**src/rtl/retire_trace_fifo.sv**
```systemverilog
`default_nettype none
// ============================================================================
// Module   : retire_trace_fifo
// Purpose  : Buffers retired (PC, instruction, seq) tuples behind a valid/ready
//            drain port; freezes capture on the halt idiom, counts overflow.
// Revision : 1.0
// ============================================================================
module retire_trace_fifo #(
  parameter int          DEPTH     = 16,
  parameter int          AW        = 4,
  parameter logic [31:0] HALT_INST = 32'h0000006F
) (
  input  logic          clk,
  input  logic          rst_n,
  input  logic [31:0]   pc_in,
  input  logic [31:0]   inst_in,
  input  logic          cap_en,
  input  logic          clear,
  input  logic          rd_ready,
  output logic          rd_valid,
  output logic [31:0]   rd_pc,
  output logic [31:0]   rd_inst,
  output logic [15:0]   rd_seq,
  output logic [AW:0]   count,
  output logic          full,
  output logic [15:0]   drop_cnt,
  output logic          halted
);

  localparam logic [1:0]  c_st_armed  = 2'd0;
  localparam logic [1:0]  c_st_run    = 2'd1;
  localparam logic [1:0]  c_st_halted = 2'd2;
  localparam logic [AW:0] c_depth     = (AW+1)'(DEPTH);

  logic [1:0]    r_state;
  logic [1:0]    w_state_nxt;
  logic [31:0]   r_mem_pc   [DEPTH];
  logic [31:0]   r_mem_inst [DEPTH];
  logic [15:0]   r_mem_seq  [DEPTH];
  logic [AW-1:0] r_wr_ptr;
  logic [AW-1:0] r_rd_ptr;
  logic [AW:0]   r_count;
  logic [15:0]   r_seq;
  logic [15:0]   r_drop_cnt;
  logic          w_cap_allowed;
  logic          w_capture;
  logic          w_pop;
  logic          w_push;
  logic          w_drop;

  // State register
  always_ff @(posedge clk or negedge rst_n) begin
    if (!rst_n) r_state <= c_st_armed;
    else        r_state <= w_state_nxt;
  end

  // Next-state logic: any capture attempt carrying the halt idiom freezes capture
  always_comb begin
    w_state_nxt = r_state;
    if (clear) begin
      w_state_nxt = c_st_armed;
    end else begin
      case (r_state)
        c_st_armed:  if (cap_en) w_state_nxt = (inst_in == HALT_INST) ? c_st_halted : c_st_run;
        c_st_run:    if (cap_en && (inst_in == HALT_INST)) w_state_nxt = c_st_halted;
        c_st_halted: w_state_nxt = c_st_halted;
        default:     w_state_nxt = c_st_armed;
      endcase
    end
  end

  // Output logic
  always_comb begin
    halted        = (r_state == c_st_halted);
    w_cap_allowed = (r_state != c_st_halted);
  end

  assign full      = (r_count == c_depth);
  assign rd_valid  = (r_count != '0);
  assign w_capture = cap_en && w_cap_allowed && !clear;
  assign w_pop     = rd_valid && rd_ready && !clear;
  // A simultaneous pop frees the slot the push needs when full
  assign w_push    = w_capture && (!full || w_pop);
  assign w_drop    = w_capture && full && !w_pop;

  always_ff @(posedge clk or negedge rst_n) begin
    if (!rst_n) begin
      for (int i = 0; i < DEPTH; i++) begin
        r_mem_pc[i]   <= '0;
        r_mem_inst[i] <= '0;
        r_mem_seq[i]  <= '0;
      end
    end else if (w_push) begin
      r_mem_pc[r_wr_ptr]   <= pc_in;
      r_mem_inst[r_wr_ptr] <= inst_in;
      r_mem_seq[r_wr_ptr]  <= r_seq;
    end
  end

  always_ff @(posedge clk or negedge rst_n) begin
    if (!rst_n) begin
      r_wr_ptr   <= '0;
      r_rd_ptr   <= '0;
      r_count    <= '0;
      r_seq      <= '0;
      r_drop_cnt <= '0;
    end else if (clear) begin
      r_wr_ptr   <= '0;
      r_rd_ptr   <= '0;
      r_count    <= '0;
      r_seq      <= '0;
      r_drop_cnt <= '0;
    end else begin
      if (w_push)    r_wr_ptr <= r_wr_ptr + 1'b1;
      if (w_pop)     r_rd_ptr <= r_rd_ptr + 1'b1;
      if (w_capture) r_seq    <= r_seq + 1'b1;
      if (w_drop && (r_drop_cnt != 16'hFFFF)) r_drop_cnt <= r_drop_cnt + 1'b1;
      case ({w_push, w_pop})
        2'b10:   r_count <= r_count + 1'b1;
        2'b01:   r_count <= r_count - 1'b1;
        default: r_count <= r_count;
      endcase
    end
  end

  assign rd_pc    = r_mem_pc[r_rd_ptr];
  assign rd_inst  = r_mem_inst[r_rd_ptr];
  assign rd_seq   = r_mem_seq[r_rd_ptr];
  assign count    = r_count;
  assign drop_cnt = r_drop_cnt;

endmodule
`default_nettype wire

```
**config.mk**
```make
export PLATFORM = sky130hd
export DESIGN_NAME = retire_trace_fifo
export DESIGN_NICKNAME = d
export VERILOG_FILES = /design/src/rtl/retire_trace_fifo.sv
export SDC_FILE = /design/constraint.sdc
export NUM_CORES = 2
export LEC_CHECK = 0
export CORE_ASPECT_RATIO = 2
export CORE_MARGIN = 4
export CORE_UTILIZATION = 40
export CTS_CLUSTER_SIZE = 12
export DETAILED_ROUTE_END_ITERATION = 6
export GPL_TIMING_DRIVEN = 0
export PLACE_DENSITY = 0.58
export SLEW_MARGIN = 0
export SYNTH_ARGS = -nofsm -noshare
export SYNTH_HDL_FRONTEND = slang
export SYNTH_SLANG_ARGS = --single-unit
```
**constraint.sdc**
```tcl
create_clock -name clk -period 3.7 [get_ports clk]
set_input_delay 0.555 -clock clk [delete_from_list [all_inputs] [get_ports clk]]
set_output_delay 0.555 -clock clk [all_outputs]
set_load 0.01 [all_outputs]
```
; ---- After elaboration in Yosys (flattened, before gate mapping)
; Index checks and enable logic that the tools add are counted.
; W data, S select, Z words.
[totals]
input_bits = 69
reg_bits = 1327
out_inout_bits = 104
[op_classes]
n_eq_ne = 10
reduce_logical = 22
n_lt_le_gt_ge = 3
muxes = 31
n_addsub = 6
bitwise_logic = 2
[op_table]
columns = cell, count
row1 = $bwmux W512, 2
row2 = $bmux W32 S4, 2
row3 = $bwmux W256, 1
row4 = $mux W32, 5
row5 = $demux W32 S4, 1
row6 = $mux W16, 7
row7 = $bmux W16 S4, 1
row8 = $demux W16 S4, 1
row9 = $add A16 B1 Y16 const B, 2
row10 = $eq A32 B7 Y1 const B, 1
row11 = $mux W4, 4
row12 = $ne A16 B16 Y1 const B, 1
row13 = $ge A5 B5 Y1 const B, 2
row14 = $logic_and A1 B1 Y1, 10
row15 = $not A4 Y5, 2
row16 = $pmux W5 S2, 1
row17 = $add A4 B1 Y4 const B, 2
row18 = $mux W2, 4
row19 = $reduce_bool A2 Y1, 4
row20 = $ne A3 B3 Y1 const B, 2
row21 = $pmux W2 S3, 1
row22 = $add A5 B1 Y5 const B, 1
row23 = $eq A5 B5 Y1 const B, 1
row24 = $lt A5 B1 Y1 const B, 1
row25 = other kinds (11), 15

; ---- Longest topological paths before layout
[logic_depth]
word_depth = 8
mapped_depth = 11
ltp_nobuf = 11

; ---- Worst setup path before layout
; OpenSTA, ideal clock, no wires.
[synth_path]
path_type = reg-to-reg
start = reg r_count[1], in the netlist count[1]
end = reg r_count[4], in the netlist count[4]
n_path_buf = 1
slack_ns = 0.763
stages_incl_launch_ff = 12
t_arrival_ns = 2.812
synth_period_minus_slack_ns = 2.937
required_time_ns = 3.575
cell_sequence = dfrtp_1 -> nor4_2 -> a21o_1 -> clkbuf_1 -> or3_1 -> inv_1 -> ha_1 -> nor2b_1 -> o21ai_0 -> nor4b_1 -> a31oi_1 -> mux2_2
[synth_between]
elab_chain_len = 8
elab_cells_between_ends = 14
classes_between = add/sub (2) / eq/ne (3) / mux (2) / reduce/logical (7)
[synth_lines]
columns = item, line
row1 = "start, declared", 42  ; logic [AW:0] r_count;
row2 = "start signal, assigned", 119  ; 2'b10: r_count <= r_count + 1'b1;
row3 = "start signal, assigned", 120  ; 2'b01: r_count <= r_count - 1'b1;
row4 = "start signal, assigned", 121  ; default: r_count <= r_count;
row5 = $reduce_bool A5 Y1, 79  ; assign rd_valid = (r_count != '0);
row6 = $logic_and A1 B1 Y1 (2 in a row), 81  ; assign w_pop = rd_valid && rd_ready && !clear;
row7 = $logic_or A1 B1 Y1, 83  ; assign w_push = w_capture && (!full || w_pop);
row8 = $logic_and A1 B1 Y1, 83
row9 = $eq A2 B1 Y1 / $eq A2 B2 Y1 (equally long branches), 118  ; case ({w_push, w_pop})
row10 = $pmux W5 S2, 118
row11 = $mux W5, 107  ; end else if (clear) begin
; Parallel ways exist; a longest one is shown, timed or not.
; A chain may end at the register's enable or synchronous reset.

; ---- Final worst setup path
[layout_path]
start = reg r_rd_ptr[0]
end = out rd_inst[0]
[layout_between]
elab_chain_len = 4
[layout_lines]
columns = item, line
row1 = "start, declared", 41  ; logic [AW-1:0] r_rd_ptr;
row2 = "start signal, assigned", 115  ; if (w_pop) r_rd_ptr <= r_rd_ptr + 1'b1;
row3 = $not A4 Y5 (implied by the code), 127  ; assign rd_inst = r_mem_inst[r_rd_ptr];
row4 = $bmux W32 S4, 127
row5 = $mux W32 (implied by the code) (2 in a row), 127
row6 = "end, declared", 22  ; output logic [31:0] rd_inst,
; No other way between the ends. The select of a mux whose other input is x is not followed.

==> flow_metrics.py <==
metrics = {
    "yosys": {
        "synth_top_cell_area_share": 0.546,
        "synth_largest_area_cell": "dfrtp_1",
        "synth_area_leaders": "dfrtp_1 (55%), mux2_2 (25%), mux4_2 (5.9%)",
        "synthDistinctLibCells": 48,
        "ys.flop_type": "dfrtp_1",
        "ys_seq_elements": 1327,
        "syn_area_per_cell_sq_um": 14.5,
        "yosysSeqAreaShare": 0.546,
        "synth_warnings": 0,
        "syn_inst": 4188,
        "syn-num-nets": 4272,
        "synth_edf_count": 0,
        "async_reset_ff_frac": 1.00,
        "syn-cell-area_sq_um": 60800,
    },
    "setup_path": {
        "startpoint_type": "register",
        "critical_path.endpoint_type": "output pin",
        "slowest_stage": "mux4_2",
        "path_cells": "clkbuf_16, buf_4, clkbuf_16, buf_16, mux4_2, a22oi_1, nand2_1, clkdlybuf4s15_1",
        "arrival_ns": 3.15,
        "critPathKind": "register to output pin",
        "critPathRequiredTime_ns": 3.14,
        "cp_max_fo": 10,
        "slowest_delay_ns": 0.52,
        "cp_common_cell": "clkbuf_16",
    },
    "clocking": {
        "root_buffer": "clkbuf_16",
        "cts_tree": "yes",
        "cts.path.max_buffers": 4,
        "cts_buffers": 140,
        "htree_num_levels": 4,
        "worstSkewPairLatency_ns": 0.79,
        "clkTransAtPathRegs_ns": 0.06,
        "cts_sinks": 1327,
    },
    "sta": {
        "hold_viol": 0,
        "post-route-min-period_ns": 3.71,
        "final_max_slew_viol_count": 0,
        "finClkSkew_ns": 0.0361,
        "finalCritPeriodShare": 1.00,
        "worstMarginPinSlew_ns": 1.14,
        "max_freq_mhz": 270,
        "maxSlewHeadroom": 0.242,
        "fin_ws_ns": -0.00596,
        "rsz0062_at_grt": "true",
        "finalSetupViolations": 1,
    },
    "power": {
        "peakVddDrop_mv": 0.411,
        "p_leak_nw": 33.4,
        "power_density_nw_per_um2": 582,
    },
    "detailed_routing": {
        "maxUsedRoutingLayer": "met5",
        "post_drt_via_cell_ratio": 5.77,
        "drc": 0,
        "drt_iter0_drc": 2579,
        "ant_nets": 0,
        "route.met3.wl_mm": 7.25,
        "wl_per_cell_um": 30.2,
        "wl_met1_mm": 75.1,
        "num_vias": 38000,
        "wl_mm": 199,
        "first_pass_iters": 6,
        "routed-wl-met2_mm": 106,
    },
    "global_route": {
        "grt_overflow": 0,
        "grt_pass1_vias": 41500,
        "antenna_found_initial": 11,
        "grt_max_degree": 179,
        "grt_pass1_wl_mm": 288,
        "grt_usage": 0.247,
    },
    "cells_and_area": {
        "multi_input_area_sq_um": 26800,
        "layout_common_cells": "mux2_2 (1332), dfrtp_1 (1325), mux2i_1 (235)",
        "ff_latch_area_sq_um": 33200,
        "layout-drive-gt1-share": 0.481,
        "fillers": 13200,
        "final_common_cell": "mux2_2",
        "area_delta_synth_final_pct": 19.4,
        "num-nets-final": 4683,
        "final_util": 0.480,
    },
    "floorplanning": {
        "ios": 173,
        "core_sq_um": 151000,
        "die_area_sq_um": 159000,
        "die_w_um": 284,
        "dieHeight_um": 559,
        "num_rows": 202,
        "start_util": 0.402,
    },
    "placed_design": {
        "gp_congestion": 0.808,
        "portBuffers": 172,
        "dpl_worst_slack_ns": -2.20,
        "hpwl_mm": 131,
    },
    "outcome": {
        "violations": "setup timing",
        "status": "finished with violations",
    },
    "run": {
        "cap_violations": 0,
    },
    "hold_path": {
        "hold_class": "input port to async pin",
    },
}
## kinds of logic (layout without fill, tap and decap cells)
group	after synthesis	count (layout)	synth area share
buffers and inverters	380	833	0.0308
DFF	1327	1327	0.546
muxes	1767	1767	0.352
other	0	5	0
and+or+nand+nor	236	236	0.0192
adders and majority gates	15	15	0.00321
AOI/OAI and AO/OA	433	433	0.0446
xor gates and xnor gates	30	30	0.00432
## sequential cells by signal, summed over array words and instances (netlist names)
| signal | count |
|---|---|
| count | 5 |
| drop_cnt | 16 |
| r_mem_inst | 512 |
| r_mem_pc | 512 |
| r_mem_seq | 256 |
| r_rd_ptr | 4 |
| r_seq | 16 |
| r_state | 2 |
| r_wr_ptr | 4 |
## cell type report
class | instances | share of cell area
clock buffer | 181 | 0.0533
buffer | 366 | 0.0436
inverter | 11 | 0.000568
timing repair buffer | 272 | 0.0425
tap | 1938 | 0.0334
clock inverter | 3 | 0.000258
sequential | 1327 | 0.457
antenna | 5 | 0.000172
multi-input combinational | 2481 | 0.369
## power breakdown
group,leakage (nW),switching [W],internal [W]
clock,1.91,0.00573,0.00724
combinational,13.3,0.00599,0.00625
sequential,18.2,0.000892,0.0162
total,33.4,0.0126,0.0297
## layer usage
layer / global-route usage / up-vias
li1: - / 16200
met1: 0.282 / 20500
met2: 0.453 / 893
met3: 0.0323 / 394
met4: 0.120 / 12
met5: 0 / -
## cells in the mapped netlist (all sizes together) (4+ instances only)
master  instances
nor2b           4
a22oi          80
xor2           10
a21oi          93
o21ai         169
ha             14
and3            4
nor4           13
or3             9
nand3          10
a221oi         80
buf           177
mux2i         246
and4            6
inv            11
nor4b           4
dfrtp        1327
nand4          10
xnor2          20
mux4          160
nand2         103
nor2           53
mux2         1361
nor3            7
clkbuf        192
nand2b          6
## stage by stage
stage	std cells	power, W	setup TNS [ns]	cell area (sq um)	hold WS, ns
after floorplan	4188	0.0232	0	60800	0.259
after global placement	6298	0.0277	-	65000	0.461
after detailed placement	6308	0.0279	-690.26	65300	0.469
after CTS	6553	0.0425	-56.19	72100	0.471
after global routing	6580	0.0439	-0.347	72600	0.498
final	6584	0.0423	-0.00596	72600	0.427
## what timing repair did
action                      CTS  global route
pin swaps                    56            54
setup buffers                51            24
gates cloned                 11             3
hold buffers                  1             0
hold endpoints to repair    136             0
resized for setup           784           158
setup endpoints to repair  1181           658
## worst max-delay path: cells and delay by family (launching register included)
kind / cells / cell delay [ns]
DFF: 1 / 0.47
muxes: 1 / 0.52
buffers and inverters: 5 / 0.99
and+or+nand+nor: 1 / 0.17
AOI/OAI and AO/OA: 1 / 0.22
## final timing paths
kind | startpoint | endpoint | slack (ns) | depth (start not counted)
min in group clk | r_mem_seq[216]$_DFFE_PN0P_ | r_mem_seq[216]$_DFFE_PN0P_ | 0.48 | 1
hold / removal | rst_n | r_mem_pc[153]$_DFFE_PN0P_ | 0.43 | 2
setup reg to reg | r_state[0]$_DFFE_PN0P_ | r_mem_pc[71]$_DFFE_PN0P_ | 0.03 | 9
setup / recovery | r_rd_ptr[0]$_DFFE_PN0P_ | rd_inst[0] | -0.006 | 8
max in group asynchronous | rst_n | r_mem_seq[95]$_DFFE_PN0P_ | 0.52 | 5
hold reg to reg | r_mem_seq[216]$_DFFE_PN0P_ | r_mem_seq[216]$_DFFE_PN0P_ | 0.48 | 1
Power figures use the tool's default switching activity.
